## config.mk

```make
export PLATFORM = sky130hd
export DESIGN_NAME = seg7_scan_decoder
export DESIGN_NICKNAME = d
export VERILOG_FILES = /design/src/rtl/seg7_scan_decoder.sv
export SDC_FILE = /design/constraint.sdc
export NUM_CORES = 1
export LEC_CHECK = 0
export BUFFER_PORTS_ARGS = -buffer_cell sky130_fd_sc_hd__clkbuf_2
export CORE_ASPECT_RATIO = 1.4
export CORE_MARGIN = 3
export CORE_UTILIZATION = 60
export DETAILED_ROUTE_END_ITERATION = 8
export PLACE_DENSITY = 0.8
export SLEW_MARGIN = 5
export SYNTH_ARGS = -nofsm -noshare
export SYNTH_HDL_FRONTEND = slang
export SYNTH_SLANG_ARGS = --single-unit
```

## constraint.sdc

```tcl
create_clock -name clk -period 3.7 [get_ports clk]
set_input_delay 0.74 -clock clk [delete_from_list [all_inputs] [get_ports clk]]
set_output_delay 0.74 -clock clk [all_outputs]
set_load 0.005 [all_outputs]
```

## src/rtl/seg7_scan_decoder.sv

```systemverilog
// Snoops a multiplexed active-low two-digit seven-segment bus, decodes it back
// to BCD/binary and commits a value once it has been stable for enough scans.
module seg7_scan_decoder #(
  parameter int unsigned STABLE_SCANS = 3,
  parameter int unsigned TIMEOUT      = 255
) (
  input  logic       clk,
  input  logic       rst_n,
  input  logic [6:0] seg_in,
  input  logic [1:0] dig_en,
  output logic [5:0] value,
  output logic [3:0] bcd_units,
  output logic [3:0] bcd_tens,
  output logic       valid,
  output logic       update,
  output logic       err
);

  typedef enum logic [1:0] {
    IDLE,
    GOT_UNITS,
    EVAL
  } state_t;

  localparam logic [15:0] TMO_LAST = 16'(TIMEOUT - 1);
  localparam logic [3:0]  STAB_TGT = 4'(STABLE_SCANS);

  state_t      state, state_nx;
  logic [3:0]  units_q, units_nx;
  logic        units_ok_q, units_ok_nx;
  logic [3:0]  tens_q, tens_nx;
  logic        tens_ok_q, tens_ok_nx;
  logic [15:0] tmo_q, tmo_nx;
  logic [3:0]  stab_q, stab_nx;
  logic [5:0]  cand_q, cand_nx;
  logic [5:0]  value_nx;
  logic [3:0]  bcd_units_nx, bcd_tens_nx;
  logic        valid_nx, update_nx, err_nx;

  logic [6:0]  seg_on;
  logic [3:0]  dig;
  logic        dig_ok;
  logic        cap_units, cap_tens;
  logic [6:0]  sum;
  logic        scan_ok;
  logic [3:0]  stab_inc;
  logic [3:0]  stab_eval;

  assign seg_on    = ~seg_in;
  assign cap_units = (dig_en == 2'b01);
  assign cap_tens  = (dig_en == 2'b10);

  always_comb begin
    dig    = '0;
    dig_ok = 1'b1;
    case (seg_on)
      7'h3F:   dig = 4'd0;
      7'h06:   dig = 4'd1;
      7'h5B:   dig = 4'd2;
      7'h4F:   dig = 4'd3;
      7'h66:   dig = 4'd4;
      7'h6D:   dig = 4'd5;
      7'h7D:   dig = 4'd6;
      7'h07:   dig = 4'd7;
      7'h7F:   dig = 4'd8;
      7'h67:   dig = 4'd9;
      default: dig_ok = 1'b0;
    endcase
  end

  assign sum      = 7'(tens_q) * 7'd10 + 7'(units_q);
  assign scan_ok  = units_ok_q && tens_ok_q && (tens_q <= 4'd6) && (sum <= 7'd63);
  assign stab_inc = (stab_q == 4'hF) ? stab_q : stab_q + 4'd1;

  always_ff @(posedge clk or negedge rst_n) begin
    if (!rst_n) begin
      state <= IDLE;
    end else begin
      state <= state_nx;
    end
  end

  always_comb begin
    state_nx     = state;
    units_nx     = units_q;
    units_ok_nx  = units_ok_q;
    tens_nx      = tens_q;
    tens_ok_nx   = tens_ok_q;
    tmo_nx       = tmo_q;
    stab_nx      = stab_q;
    cand_nx      = cand_q;
    value_nx     = value;
    bcd_units_nx = bcd_units;
    bcd_tens_nx  = bcd_tens;
    valid_nx     = valid;
    err_nx       = err;
    update_nx    = 1'b0;
    stab_eval    = '0;

    case (state)
      IDLE: begin
        if (cap_units) begin
          units_nx    = dig;
          units_ok_nx = dig_ok;
          tmo_nx      = '0;
          state_nx    = GOT_UNITS;
        end
      end

      GOT_UNITS: begin
        // A tens capture wins even on the last allowed cycle of the window.
        if (cap_tens) begin
          tens_nx    = dig;
          tens_ok_nx = dig_ok;
          state_nx   = EVAL;
        end else if (cap_units) begin
          units_nx    = dig;
          units_ok_nx = dig_ok;
          tmo_nx      = '0;
        end else if (tmo_q == TMO_LAST) begin
          stab_nx  = '0;
          state_nx = IDLE;
        end else begin
          tmo_nx = tmo_q + 16'd1;
        end
      end

      EVAL: begin
        state_nx = IDLE;
        if (!scan_ok) begin
          err_nx  = 1'b1;
          stab_nx = '0;
        end else begin
          stab_eval = (sum[5:0] == cand_q) ? stab_inc : 4'd1;
          cand_nx   = sum[5:0];
          if (stab_eval == STAB_TGT) begin
            value_nx     = sum[5:0];
            bcd_units_nx = units_q;
            bcd_tens_nx  = tens_q;
            valid_nx     = 1'b1;
            err_nx       = 1'b0;
            update_nx    = 1'b1;
            stab_nx      = '0;
          end else begin
            stab_nx = stab_eval;
          end
        end
      end

      default: state_nx = IDLE;
    endcase
  end

  always_ff @(posedge clk or negedge rst_n) begin
    if (!rst_n) begin
      units_q    <= '0;
      units_ok_q <= 1'b0;
      tens_q     <= '0;
      tens_ok_q  <= 1'b0;
      tmo_q      <= '0;
      stab_q     <= '0;
      cand_q     <= '0;
      value      <= '0;
      bcd_units  <= '0;
      bcd_tens   <= '0;
      valid      <= 1'b0;
      update     <= 1'b0;
      err        <= 1'b0;
    end else begin
      units_q    <= units_nx;
      units_ok_q <= units_ok_nx;
      tens_q     <= tens_nx;
      tens_ok_q  <= tens_ok_nx;
      tmo_q      <= tmo_nx;
      stab_q     <= stab_nx;
      cand_q     <= cand_nx;
      value      <= value_nx;
      bcd_units  <= bcd_units_nx;
      bcd_tens   <= bcd_tens_nx;
      valid      <= valid_nx;
      update     <= update_nx;
      err        <= err_nx;
    end
  end

endmodule

```

==> flow_summary.yaml, run 1 <==
die:
  dieHeight_um: 92.0
  core_um2: 4990
  rows: 30
  boundaryPins: 28
  die_x_um: 67.4
  dieArea_um2: 6200
  start_util_pct: 63.4
power:
  cellPowerDensity_nw_per_um2: 337
  ir_drop_mv: 0.229
  p_leak_nw: 1.57
critical_path:
  startpoint_type: "flop"
  cp_cell_sequence: "ha_1 -> ha_1 -> inv_1 -> fa_1 -> nand2b_1 -> nor4_1 -> o21a_1 -> nand4_4 -> mux2_1"
  required_ns: 3.90
  critPathMaxFanout: 14
  critical_path.max_stage_delay_ns: 0.47
  critPathSlowestCell: "dfrtp_1"
  r2r-start: "tens_q[1]"
  cp_num_buf_inv: 1
  setup.worst_path.end_class: "flop"
  arrival_ns: 3.43
  cp-startpoint: "tens_q[1]"
  cpMostUsedCell: "ha_1"
  r2r_slack_ns: 0.47
  worstSetupPathType: "flop to flop"
  cp_top_family: "adder cells"
cts:
  cts_buffer_depth: 2
  clock_latency_ns: 0.31
  holdBufCountCts: 0
  cts_resized: 0
  htreeDepth: 2
  cts.clk_slew.worst_paths_ns: 0.10
  root_buffer: "clkbuf_8"
  cts_buffers: 5
  cts_tree: "built"
  cts_setup_buffers: 0
  clkSinkCount: 54
detailed_routing:
  wire_per_inst_um: 15.6
  routed_wl_um: 6490
  drt_iter0_drc: 203
  ant_nets: 0
  drc: 0
  firstDrtPassIters: 4
  vias_per_cell: 6.03
  vias: 2507
synth:
  syn_avg_cell_area_um2: 9.74
  yosys.area_share.adder_pct: 4.82
  synth_edf_count: 0
  synth-simple-area-share_pct: 22.0
  synth_ff_type: "dfrtp_1"
  syn-num-nets: 347
  synth_compound_area_share_pct: 15.8
  ys_warn_count: 0
  synth_top_family_by_area: "simple AND/OR/NAND/NOR gates"
  synth.top_cell.area_share_pct: 42.7
  yosysTopAreaCell: "dfrtp_1"
  synth_cells: 325
  yosysSeqAreaShare_pct: 42.7
  ys_top_cells_by_area: "dfrtp_1 (43%), nand2_1 (5.2%), ha_1 (3.6%)"
  synth-async-reset-ratio_pct: 100
  synth_seq_cells: 54
  synth.distinct_cells: 61
  muxShareOfSynthArea_pct: 5.41
  synth_area_um2: 3170
  synth-xor-area-share_pct: 5.18
timing:
  final.period_utilization_pct: 87.3
  max_slew_margin_pct: 63.1
  max_freq_ghz: 0.310
  setup_viol_count_final: 0
  holdWs_ns: 0.366
  period_minus_slack_ns: 3.23
  drv_slew: 0
  tns_ns: 0
  worst-slew-pin-transition_ns: 0.554
  fin_worst_skew_ns: 0.0108
  rsz0062_at_grt: "false"
  report.final.hold_viol_count: 0
placed_design:
  portBuffers: 27
  gp_congestion: 0.859
  dp_hpwl_um: 4890
  place_inst: 408
  placed_cell_area_um2: 3330
grt:
  grt_pass1_vias: 2476
  grt_first_pass_wirelength_um: 11200
  overflow: 0
  antenna_found_initial: 0
  grt_usage_pct: 23.2
  grt_max_degree: 35
layout:
  n_antenna_cell: 0
  ff_latch_area_um2: 1350
  final_cells: 416
  stdcell_area_um2: 3410
  nets: 373
  areaGrowthSynthToFinish_pct: 7.78
  multiInputGateArea_um2: 1690
  drive_gt1_share_pct: 15.3
  fill_cells: 391
flow_run:
  maxCapViolations: 0
min_path:
  hold_class: "input pin to async pin"
outcome:
  status: "finished, final reports clean"
[worst reg2reg max path: stages (launching register included)]
cell and delay, ns:
dfrtp_1 0.47, ha_1 0.33, ha_1 0.21, inv_1 0.07, fa_1 0.46, nand2b_1 0.19
nor4_1 0.45, o21a_1 0.24, nand4_4 0.28, mux2_1 0.42
[state kept, by name, summed over array words and instances, names as in the netlist, 2 cells and up]
register   cells
tmo_q         16
units_q        4
stab_q         4
tens_q         4
cand_q         6
bcd_units      3
bcd_tens       4
value          6
state          2
[metal layers]
| metal | wire (um) | GRT usage, % | up-vias |
|---|---|---|---|
| met5 | 0 | 0 | - |
| met4 | 153 | 9.81 | 0 |
| met3 | 180 | 4.04 | 16 |
| met2 | 3430 | 38.1 | 46 |
| met1 | 2730 | 29.3 | 1220 |
| li1 | - | - | 1225 |
[synth_stat cells, drive strengths merged, types with 6 or more instances]
master  number
nand2       44
ha           9
mux2        12
nor2        19
nand2b       7
o21ai       26
dfrtp       54
inv         14
a21oi       14
xnor2       10
clkbuf       6
nand3       17
nor2b        6
or3          9
[metrics by stage]
step                      setup WS [ns]  total power [mW]  utilization, %
after global placement            0.670             0.827            66.6
after global routing              0.266              1.22            68.4
after detailed placement          0.490             0.835            66.6
final                             0.472              1.15            68.4
after floorplan                   0.816             0.785               -
after CTS                         0.488              1.16            68.4
[power by group]
group          internal (mW)  switching [mW]  total (mW)
sequential             0.614          0.0290       0.643
clock                  0.134           0.192       0.326
combinational         0.0651           0.116       0.181
[area by class of cell]
type,instances,area share [%]
clock buffer,6,2.13
clock inverter,2,0.403
inverter,14,1.54
multi-input combinational,246,49.4
sequential,54,39.6
tap,64,2.35
timing repair buffer,30,4.62
[cell usage in the layout (no fill, tap or decap), types with 2 or more instances in the layout]
cell type / count
o21a_1: 2
a32o_1: 2
fa_1: 2
a21oi_1: 14
nand3_1: 17
o21ai_1: 12
and3_1: 4
dfrtp_1: 54
a31oi_1: 5
nor3b_1: 4
buf_4: 3
or3_1: 9
o21ai_0: 14
nand2b_1: 7
a22oi_1: 2
clkbuf_2: 27
nor4_1: 2
nand4b_1: 2
nor2_2: 2
o41ai_1: 2
xor2_1: 4
nor2b_1: 6
inv_1: 13
mux2_1: 5
o31ai_1: 5
xnor2_1: 9
nand4_1: 4
a41oi_1: 2
a21o_1: 3
nand3b_1: 2
nor3_1: 4
clkbuf_8: 5
nor2_1: 17
mux2_4: 7
nand2_1: 44
o31a_1: 2
ha_1: 9
[cells by family (layout without fill, tap and decap cells)]
group,count (synthesis),after routing
AO/OA/AOI/OAI,76,76
XOR/XNOR,15,15
adder cells (fa/ha/maj),11,11
buffers and inverters,25,52
flip-flops,54,54
multiplexers,13,13
AND/OR/NAND/NOR,131,131
[worst paths after layout]
kind / endpoint / cells after the start
max: value[3] / 9
min reg2reg: valid / 1
max in group asynchronous: units_q[0] / 2
min in group clk: valid / 1
min: stab_q[3] / 1
max reg2reg: value[3] / 9
(Power assumes the default switching activity.)
==> inputs of run 2 (changes only) <==
--- a/config.mk
+++ b/config.mk
@@ -8,9 +8,9 @@
 export BUFFER_PORTS_ARGS = -buffer_cell sky130_fd_sc_hd__clkbuf_2
 export CORE_ASPECT_RATIO = 1.4
 export CORE_MARGIN = 3
-export CORE_UTILIZATION = 60
+export CORE_UTILIZATION = 31
 export DETAILED_ROUTE_END_ITERATION = 8
-export PLACE_DENSITY = 0.8
+export PLACE_DENSITY = 0.48
 export SLEW_MARGIN = 5
 export SYNTH_ARGS = -nofsm -noshare
 export SYNTH_HDL_FRONTEND = slang
==> run 2 against run 1 <==
  * Via count fell by 2.1%
  * Routed wire length rose by 11%
  * Power rose by 13%
  * Global-route usage fell by 9.9 points
  * Fmax rose by 1.8%
  * Cell count rose by 17%
  * Non-clock buffer count did not move
  * Largest cell class unchanged
==> flow_summary.yaml, run 2 (same netlist as run 1, synthesis figures left out) <==
placed_design:
  placed_cell_area_um2: 3420
  dp_hpwl_um: 5380
  place_inst: 479
  portBuffers: 27
  dp_slack_ns: 0.474
  gp_congestion: 0.783
detailed_routing:
  firstDrtPassIters: 4
  wire_per_inst_um: 14.8
  drc: 0
  vias: 2454
  ant_nets: 0
  vias_per_cell: 5.04
  drt_iter0_drc: 183
  routed_wl_um: 7230
cts:
  root_buffer: "clkbuf_16"
  cts_buffers: 5
  cts_tree: "built"
  cts_resized: 0
  cts.clk_slew.worst_paths_ns: 0.08
  cts_buffer_depth: 2
  htreeDepth: 2
  holdBufCountCts: 0
  clkSinkCount: 54
  clock_latency_ns: 0.30
  cts_setup_buffers: 0
grt:
  overflow: 0
  grt_max_degree: 36
  grt_pass1_vias: 2515
  grt_usage_pct: 13.3
  grt_first_pass_wirelength_um: 12500
  antenna_found_initial: 0
timing:
  worst-slew-pin-transition_ns: 0.910
  fin_worst_skew_ns: 0.00916
  max_freq_ghz: 0.315
  setup_ws_ns: 0.528
  rsz0062_at_grt: "false"
  tns_ns: 0
  drv_slew: 0
  final.period_utilization_pct: 85.7
  max_slew_margin_pct: 39.3
  period_minus_slack_ns: 3.17
  report.final.hold_viol_count: 0
  setup_viol_count_final: 0
die:
  core_um2: 9950
  rows: 43
  die_x_um: 91.4
  boundaryPins: 28
  dieHeight_um: 126
  start_util_pct: 31.8
  dieArea_um2: 11500
power:
  ir_drop_mv: 0.162
  cellPowerDensity_nw_per_um2: 366
  p_leak_nw: 1.59
layout:
  drive_gt1_share_pct: 15.6
  layout_common_cells: "dfrtp_1 (54), nand2_1 (44), clkbuf_2 (27), nor2_1 (17), nand3_1 (17)"
  final_cells: 487
  layout_commonest_cell: "dfrtp_1"
  max_flop_register: "tmo_q"
  areaGrowthSynthToFinish_pct: 12.6
  largest_reg_flops: 16
  reg_top3: "tmo_q x16, cand_q x6, value x6"
  stdcell_area_um2: 3560
  n_antenna_cell: 0
  nets: 373
critical_path:
  critPathMaxFanout: 14
  ff2ff_path_depth: 9
  r2r-start: "tens_q[1]"
  r2r-end: "bcd_units[3]"
  critPathSlowestCell: "dfrtp_1"
  r2r_slack_ns: 0.53
  cp_cell_sequence: "ha_1 -> ha_1 -> inv_1 -> fa_1 -> nand2b_1 -> nor4_1 -> o21a_1 -> nand4_4 -> mux2_1"
  required_ns: 3.88
  critical_path.max_stage_delay_ns: 0.46
  arrival_ns: 3.35
  setup.worst_path.end_class: "flop"
  worstSetupPathType: "flop to flop"
  startpoint_type: "flop"
  cpMostUsedCell: "ha_1"
outcome:
  status: "finished, final reports clean"
flow_run:
  maxCapViolations: 0
min_path:
  min-delay-start: "valid"
  hold_depth: 1
  hold_path_end: "valid"
  hold_class: "flop to flop"
[run 2: cell types whose count changed in the layout (fill, tap and decap cells not counted), sizes merged]
cell,before,now
clkinvlp,0,2
clkinv,2,0
clkbuf,33,32
inv,14,15
[run 2: final cells by class]
class                   count  area, um2
well taps                 135        169
repair buffers             30        158
multi-input cells         246       1690
clock buffers               5        125
flip-flops and latches     54       1350
fillers                  1009       6390
clock inverters             3       23.8
inverters                  14       52.6
[run 2: how the worst max path moves through the flow]
| stage | startpoint | end | slack (ns) |
|---|---|---|---|
| after CTS | tens_q[1] | bcd_units[3] | 0.48 |
| final | tens_q[1] | bcd_units[3] | 0.53 |
| after global routing | tens_q[1] | value[5] | 0.24 |
| after global placement | tens_q[1] | bcd_units[2] | 0.58 |
| after detailed placement | tens_q[1] | bcd_units[1] | 0.47 |
| after floorplan | tens_q[1] | value[3] | 0.82 |
[run 2: critical path: cells and delay by family (launching register included)]
family,cells,cell delay (ns)
compound gates,1,0.23
fa+ha+maj,3,0.98
buf+inv,1,0.06
flops,1,0.46
mux,1,0.41
simple gates,3,0.91
[run 2: metrics by stage]
step / hold WS [ns] / power, mW / util, %
after floorplan: 0.442 / 0.785 / -
after global placement: 0.453 / 0.840 / 34.3
after detailed placement: 0.456 / 0.841 / 34.3
after CTS: 0.479 / 1.32 / 35.8
after global routing: 0.507 / 1.38 / 35.8
final: 0.470 / 1.30 / 35.8
[run 2: power by group]
part           switching (mW)  total, mW  leakage (nW)  internal, mW
registers              0.0283      0.642         0.745         0.614
clock network           0.224      0.478        0.0664         0.254
logic                   0.119      0.184         0.783        0.0650
total                   0.372       1.30          1.59         0.933
[run 2: layer usage]
metal | track usage [%] | share of wire, %
met4 | 4.35 | 1.5
met3 | 2.29 | 2.2
met1 | 16.0 | 43
met2 | 23.6 | 53
met5 | 0 | 0
